### src/rtl/tpu_slot_timer.sv
// -----------------------------------------------------------------------------
// tpu_slot_timer
//
// Timebase for the TPU gated-clock generator. A free-running slot counter is
// split into a slot index (upper bits) and an offset within the slot (lower
// OFF_BITS bits). The frame length is programmable through last_slot. Each
// frame wrap pulses frame_wrap and sets a sticky interrupt flag. The flag is
// masked into tpu_irq. TX and RX slot windows and their boundary strobes are
// decoded from the registered counter.
//
// Ports
//   sys_clock      : system clock, rising edge
//   reset          : synchronous active-low reset
//   tpu_control    : [0] rsttpu, [1] txslot_en, [2] rxslot_en,
//                    [3] timerintmsk (1 = IRQ enabled), [7:4] not used here
//   tx_slot        : selected TX slot ([7] ignored)
//   rx_slot        : selected RX slot ([7] ignored)
//   last_slot      : index of the final slot in the frame
//   int_clr        : single-cycle pulse that clears int_flag
//   counter        : registered slot counter {slot, offset}
//   tx_window      : counter is inside the enabled TX slot
//   rx_window      : counter is inside the enabled RX slot
//   tx_slot_start  : first cycle of the TX window
//   rx_slot_end    : last cycle of the RX window
//   frame_wrap     : pulse in the first cycle of every new frame
//   int_flag       : sticky frame-wrap flag
//   tpu_irq        : int_flag gated by timerintmsk
// -----------------------------------------------------------------------------
module tpu_slot_timer #(
  parameter int OFF_BITS = 9,
  parameter int CNT_BITS = 16
) (
  input  logic                         sys_clock,
  input  logic                         reset,
  input  logic [7:0]                   tpu_control,
  input  logic [7:0]                   tx_slot,
  input  logic [7:0]                   rx_slot,
  input  logic [CNT_BITS-OFF_BITS-1:0] last_slot,
  input  logic                         int_clr,
  output logic [CNT_BITS-1:0]          counter,
  output logic                         tx_window,
  output logic                         rx_window,
  output logic                         tx_slot_start,
  output logic                         rx_slot_end,
  output logic                         frame_wrap,
  output logic                         int_flag,
  output logic                         tpu_irq
);

  localparam int SLOT_BITS = CNT_BITS - OFF_BITS;

  typedef enum logic {
    HALT = 1'b0,
    RUN  = 1'b1
  } state_e;

  state_e                state_q, state_d;
  logic [CNT_BITS-1:0]   counter_q, counter_d;
  logic                  frame_wrap_q, frame_wrap_d;
  logic                  int_flag_q, int_flag_d;

  logic                  rsttpu;
  logic                  running;
  logic [SLOT_BITS-1:0]  slot_idx;
  logic [OFF_BITS-1:0]   slot_off;
  logic                  slot_last_cycle;
  logic                  wrap;

  assign rsttpu          = tpu_control[0];
  assign running         = (state_q == RUN);
  assign slot_idx        = counter_q[CNT_BITS-1:OFF_BITS];
  assign slot_off        = counter_q[OFF_BITS-1:0];
  assign slot_last_cycle = (slot_off == {OFF_BITS{1'b1}});

  // The all-ones term lets the counter roll over on its own if last_slot is
  // lowered below the current slot mid-frame.
  assign wrap = ((slot_idx == last_slot) && slot_last_cycle) ||
                (counter_q == {CNT_BITS{1'b1}});

  // Next-state logic.
  // NOTE: every signal driven here gets a default on entry, so no path leaves
  // it unassigned and no latch is inferred.
  always_comb begin
    state_d      = state_q;
    counter_d    = counter_q;
    frame_wrap_d = 1'b0;
    int_flag_d   = int_flag_q;

    unique case (state_q)
      HALT: begin
        // Counter stays 0 on the start edge, so the first RUN cycle reads 0.
        counter_d = '0;
        if (!rsttpu) begin
          state_d = RUN;
        end
      end
      RUN: begin
        if (rsttpu) begin
          state_d   = HALT;
          counter_d = '0;
        end else if (wrap) begin
          counter_d    = '0;
          frame_wrap_d = 1'b1;
        end else begin
          counter_d = counter_q + 1'b1;
        end
      end
      default: begin
        state_d   = HALT;
        counter_d = '0;
      end
    endcase

    // Set has priority over a coincident host clear.
    if (int_clr) begin
      int_flag_d = 1'b0;
    end
    if (frame_wrap_d) begin
      int_flag_d = 1'b1;
    end
  end

  // NOTE: state registers use non-blocking assignments so all of them update
  // from the same pre-edge values, independent of statement order.
  always_ff @(posedge sys_clock) begin
    if (!reset) begin
      state_q      <= HALT;
      counter_q    <= '0;
      frame_wrap_q <= 1'b0;
      int_flag_q   <= 1'b0;
    end else begin
      state_q      <= state_d;
      counter_q    <= counter_d;
      frame_wrap_q <= frame_wrap_d;
      int_flag_q   <= int_flag_d;
    end
  end

  // Window decode runs straight from the registered state. Enables and slot
  // selects therefore act in the same cycle they change.
  assign tx_window     = running && tpu_control[1] && (slot_idx == tx_slot[SLOT_BITS-1:0]);
  assign rx_window     = running && tpu_control[2] && (slot_idx == rx_slot[SLOT_BITS-1:0]);
  assign tx_slot_start = tx_window && (slot_off == '0);
  assign rx_slot_end   = rx_window && slot_last_cycle;

  assign counter    = counter_q;
  assign frame_wrap = frame_wrap_q;
  assign int_flag   = int_flag_q;
  assign tpu_irq    = int_flag_q && tpu_control[3];

  // Register-map bits that have no function in this block.
  logic unused_bits;
  assign unused_bits = ^{tpu_control[7:4], tx_slot[7], rx_slot[7]};

endmodule

### config.mk
export PLATFORM = sky130hd
export DESIGN_NAME = tpu_slot_timer
export DESIGN_NICKNAME = d
export VERILOG_FILES = /design/src/rtl/tpu_slot_timer.sv
export SDC_FILE = /design/constraint.sdc
export NUM_CORES = 1
export LEC_CHECK = 0
export CAP_MARGIN = 10
export CORE_MARGIN = 2
export CORE_UTILIZATION = 39
export CTS_BUF_LIST = sky130_fd_sc_hd__clkbuf_8
export DETAILED_ROUTE_END_ITERATION = 10
export PLACE_DENSITY = 0.76
export REMOVE_ABC_BUFFERS = 1
export SKIP_CTS_REPAIR_TIMING = 1
export SLEW_MARGIN = 25
export SYNTH_ARGS = -nofsm -noshare
export SYNTH_HDL_FRONTEND = slang
export SYNTH_SLANG_ARGS = --single-unit
### constraint.sdc
create_clock -name sys_clock -period 1.8 [get_ports sys_clock]
set_input_delay 0.27 -clock sys_clock [delete_from_list [all_inputs] [get_ports sys_clock]]
set_output_delay 0.27 -clock sys_clock [all_outputs]
set_load 0.005 [all_outputs]
# After elaboration in Yosys (flattened, before gate mapping)
# Cells that the tools add are included.
word_totals:
  inputBits: 34
  output_inout_bits: 23
  register_bits: 19
  word_cells: 31
classes:
  bitwise_logic: 1
  muxes: 9
  eq_ne: 5
  addsub: 1
  n_reduce_logical: 11
ops:
  columns: ["op", "n"]
  rows:
  - ["$mux 16", 2]
  - ["$pmux 16 s2", 1]
  - ["$eq 7x7->1", 3]
  - ["$add 16x1->16 const B", 1]
  - ["$eq 16x16->1 const B", 1]
  - ["$eq 9x9->1 const B", 1]
  - ["$logic_not 9->1", 1]
  - ["$logic_and 1x1->1", 8]
  - ["$mux 1", 6]
  - ["$reduce_bool 2->1", 1]
  - ["$logic_or 1x1->1", 1]
  - ["$not 1->1", 1]

# Longest topological paths before layout
logic_depth:
  ltp_word: 7
  ltp_mapped: 8

# Least setup slack after synthesis
# No wires, ideal clock.
synth_timing:
  path_kind: "register -> register"
  start: "register counter_q[0] (netlist: counter[0])"
  end: "register counter_q[0] (netlist: counter[0])"
  setup_ns: 0.125
  t_arrival_ns: 1.683
  period_less_slack_ns: 1.808
  path_stages_with_launch: 9
  path_slack_ns: -0.008
  required_ns: 1.675
  n_path_buf: 1
  cell_sequence: "dfxtp_1 > ha_1 > nand4_4 > nor2_1 > ha_1 > and4_4 > a21bo_2 > buf_6 > nor3_1"
synth_via:
  elab_chain_cells: 6
  elab_cells_between_ends: 8
  classes_between: "add/sub (1); eq/ne (2); mux (3); reduce/logical (2)"
synth_lines:
  columns: ["item", "line_no", "rtl"]
  rows:
  - ["start, declared", "58", "logic [CNT_BITS-1:0] counter_q, counter_d;"]
  - ["start signal, assigned", "133", "counter_q <= counter_d;"]
  - ["branches (longest 3 deep; another with $add 16x1->16)", null, null]
  - ["$mux 16 (*)", "101", "end else if (wrap) begin"]
  - ["$mux 16 (*)", "98", "if (rsttpu) begin"]
  - ["$pmux 16 s2 (*)", "89", "unique case (state_q)"]
# Mark *: on every way between the ends.
# A chain may end at the register's enable or synchronous reset.

# Worst setup path in the final report
layout_timing:
  start: "register counter_q[10] (netlist: counter[10])"
  end: "output port tx_slot_start"
layout_via:
  elab_chain_cells: 3
layout_lines:
  columns: ["item", "line_no", "rtl"]
  rows:
  - ["$eq 7x7->1", "141", "assign tx_window = running && tpu_control[1] && (slot_idx == tx_slot[SLOT_BITS-1:0]);"]
  - ["$logic_and 1x1->1", "141", null]
  - ["$logic_and 1x1->1", "143", "assign tx_slot_start = tx_window && (slot_off == '0);"]
  - ["end, declared", "43", "output logic tx_slot_start,"]
# No other way between the ends.

==> flow_metrics.py <==
metrics = {
    "logic_synthesis": {
        "yosys-top-cells-count": "xnor2_1, dfxtp_1, nor3_1",
        "synth_cells": 134,
        "yosys.area.top_type": "dfxtp_1",
        "ys.flop_type": "dfxtp_1",
        "synth_top_area_share_pct": 30.34,
        "synth_area_leaders": "dfxtp_1, xnor2_1, xor2_1",
        "seq_area_frac_synth_pct": 30.34,
        "ys_ff_latch": 19,
        "yosysWarningCount": 0,
        "syn-cell-area_um2": 1254,
        "synth_edf_count": 0,
        "syn_area_per_cell_um2": 9.356,
        "async_flop_share_pct": 0,
        "synth_cell_types": 28,
        "synth_most_common_cell": "xnor2_1",
    },
    "global_routing": {
        "grt_pass1_wl_um": 5444,
        "antenna_found_initial": 0,
        "grt_max_degree": 17,
        "grt_pass1_vias": 1266,
        "grt_overflow": 0,
        "track_usage_pct": 20.08,
    },
    "clock_tree": {
        "cts.reportedPaths.clkPinSlew_ns": 0.07,
        "clk_latency_ns": 0.25,
        "cts_buffers": 3,
        "cts_tree": "yes",
        "clock_sinks": 19,
        "h-tree-depth": 1,
        "cts-root-buf": "clkbuf_8",
        "clk_path_buf_depth": 2,
    },
    "cells_and_area": {
        "final_area_um2": 2120,
        "syn2layout_area_growth_pct": 69.06,
        "drive_gt1_share_pct": 29.19,
        "layout.nets": 247,
        "n_antenna_cell": 0,
    },
    "routing": {
        "finalWirelength_um": 3632,
        "vias_per_cell": 4.870,
        "route.detailed.drc": 0,
        "final_antenna_net_count": 0,
        "drt-initial-drc-count": 20,
        "dr.pass1.iters": 4,
        "wire_per_inst_um": 14.36,
        "vias": 1232,
    },
    "worst_setup_path": {
        "crit_type": "flip-flop to output pin",
        "cpMaxStageDelayCell": "dfxtp_1",
        "crit_buf_inv": 2,
        "cp_data_arrival_time_ns": 1.53,
        "crit_cells": 6,
        "crit_required_ns": 1.53,
        "cp_max_fo": 2,
        "cpPeakStageDelay_ns": 0.33,
        "start_kind": "flip-flop",
        "worstSetupEndpointType": "output pin",
        "rr_worst_depth": 8,
        "cp_cell_sequence": "xnor2_1, nand4_1, nor4_2, buf_4, and3_4, buf_6",
        "cp_top_family": "simple AND/OR/NAND/NOR gates",
    },
    "power": {
        "p_per_area_nw_per_um2": 386.0,
        "p_int_uw": 645.8,
        "seqPwrFrac_pct": 51.5,
        "ir_worst_vdd_v": 0.0003834,
        "p_comb_share_pct": 13.3,
        "switching_power_uw": 172.4,
        "p_leak_nw": 0.9153,
        "power_frac_clock_pct": 35.1,
        "swShare_pct": 21.07,
    },
    "job": {
        "maxCapViolations": 0,
    },
    "sta": {
        "finClkSkew_ns": 0.001020,
        "max_freq_mhz": 555.1,
        "relSlewSlack_pct": 74.62,
        "fin_hold_ws_ns": 0.5109,
        "rsz0062_at_grt": "true",
        "worst_slack_ns": -0.001554,
        "fin_crit_sh_pct": 100.1,
        "period_minus_slack_ns": 1.802,
        "tightest_slew_ns": 0.3772,
        "hold_violations": 0,
        "setup_viol": 1,
        "drv_slew": 0,
    },
    "die": {
        "io_pins": 57,
        "die_y_um": 60.70,
        "placementRows": 20,
        "fp.dieW_um": 60.70,
        "die-area_um2": 3684,
        "start_util_pct": 41.07,
        "core-area_um2": 3053,
    },
    "outcome": {
        "violations": "setup timing",
        "status": "finished with violations",
    },
    "hold_path": {
        "min_path_type": "flip-flop to flip-flop",
        "worstHoldPathCells": 2,
    },
    "place": {
        "placed_area_um2": 1973,
        "port_buffers": 50,
        "gp_congestion": 0.8502,
        "hpwl_um": 2798,
    },
}
-- cell usage in the layout, fill, tap and decap left out, types with 2 or more instances in the layout --
cell,count
xnor2_2,3
nand4_4,2
buf_4,29
clkbuf_8,3
nand4_1,3
nor4_1,5
xnor2_1,21
nor3_1,12
xor2_1,9
inv_1,7
nand3_1,9
nor3_2,5
nor2_1,4
dfxtp_1,15
and2_1,4
dlymetal6s2s_1,11
ha_1,2
nor4_4,2
nor3b_1,2
nand2_1,4
dfxtp_2,3
clkdlybuf4s50_1,37
buf_6,2
nor4_2,2
-- worst register-to-register path: stages, from the launching register on --
cell,delay [ns]
dfxtp_1,0.34
ha_2,0.22
nand4_4,0.10
nor2_1,0.14
ha_1,0.19
and4_4,0.22
a21bo_2,0.16
buf_12,0.15
nor3_1,0.07
-- cell families (layout without fill, tap and decap cells) --
family | after synthesis | in the layout | share of synthesized area (%)
DFF | 19 | 19 | 30.34
and+or+nand+nor | 59 | 59 | 32.53
xor gates and xnor gates | 34 | 34 | 23.75
adders and majority gates | 3 | 3 | 2.994
buffers and inverters | 16 | 91 | 8.283
AOI/OAI and AO/OA | 3 | 3 | 2.096
-- routing by layer --
| metal | vias up | track usage, % | share of wire, % |
|---|---|---|---|
| met5 | - | 0 | 0 |
| met4 | 0 | 6.522 | 0.72 |
| met3 | 2 | 4.051 | 5.6 |
| met2 | 42 | 36.41 | 49 |
| met1 | 574 | 23.54 | 45 |
| li1 | 614 | - | - |
-- area by class of cell --
type | count | area, um^2
tap | 44 | 55.05
sequential | 19 | 387.9
clock inverter | 1 | 3.754
clock buffer | 3 | 41.29
multi-input combinational | 99 | 835.8
timing repair buffer | 81 | 773.2
fill | 236 | 933.4
inverter | 6 | 22.52
-- through the flow --
| stage | setup WS (ns) | utilization, % | power, mW | setup TNS [ns] | instances |
|---|---|---|---|---|---|
| global placement | -0.4577 | 64.63 | 0.5359 | -1.415 | 249 |
| floorplan | -0.02092 | - | 0.4630 | -0.2551 | 124 |
| global route | -0.08668 | 69.43 | 0.8516 | -0.1652 | 253 |
| finish | -0.001554 | 69.43 | 0.8182 | -0.001554 | 253 |
| detailed placement | -0.4389 | 64.63 | 0.5382 | -1.509 | 249 |
| CTS | -0.4726 | 66.11 | 0.8267 | -1.586 | 253 |
-- registers in the layout (all words and copies together), names as in the netlist --
| name | count |
|---|---|
| counter | 16 |
| int_flag | 1 |
| running | 1 |
| frame_wrap | 1 |
-- worst paths after layout --
| check | from | slack (ns) | end |
|---|---|---|---|
| worst min register to register | int_flag$_SDFFE_PN0P_ | 0.51 | int_flag$_SDFFE_PN0P_ |
| worst min-delay path | int_flag$_SDFFE_PN0P_ | 0.51 | int_flag$_SDFFE_PN0P_ |
| worst max-delay path | counter[10]$_SDFF_PP0_ | -0.002 | tx_slot_start |
| worst max register to register | counter[0]$_SDFF_PP0_ | 0.09 | counter[12]$_SDFF_PP0_ |
-- power groups by stage --
stage,sequential [mW],combinational (mW),clock (mW)
3_3_place_gp,0.433,0.103,0
2_1_floorplan,0.433,0.0297,0
6_report,0.422,0.109,0.287
3_5_place_dp,0.433,0.105,0
5_1_grt,0.422,0.115,0.315
4_1_cts,0.423,0.106,0.297
Power figures use the tool's default switching activity.
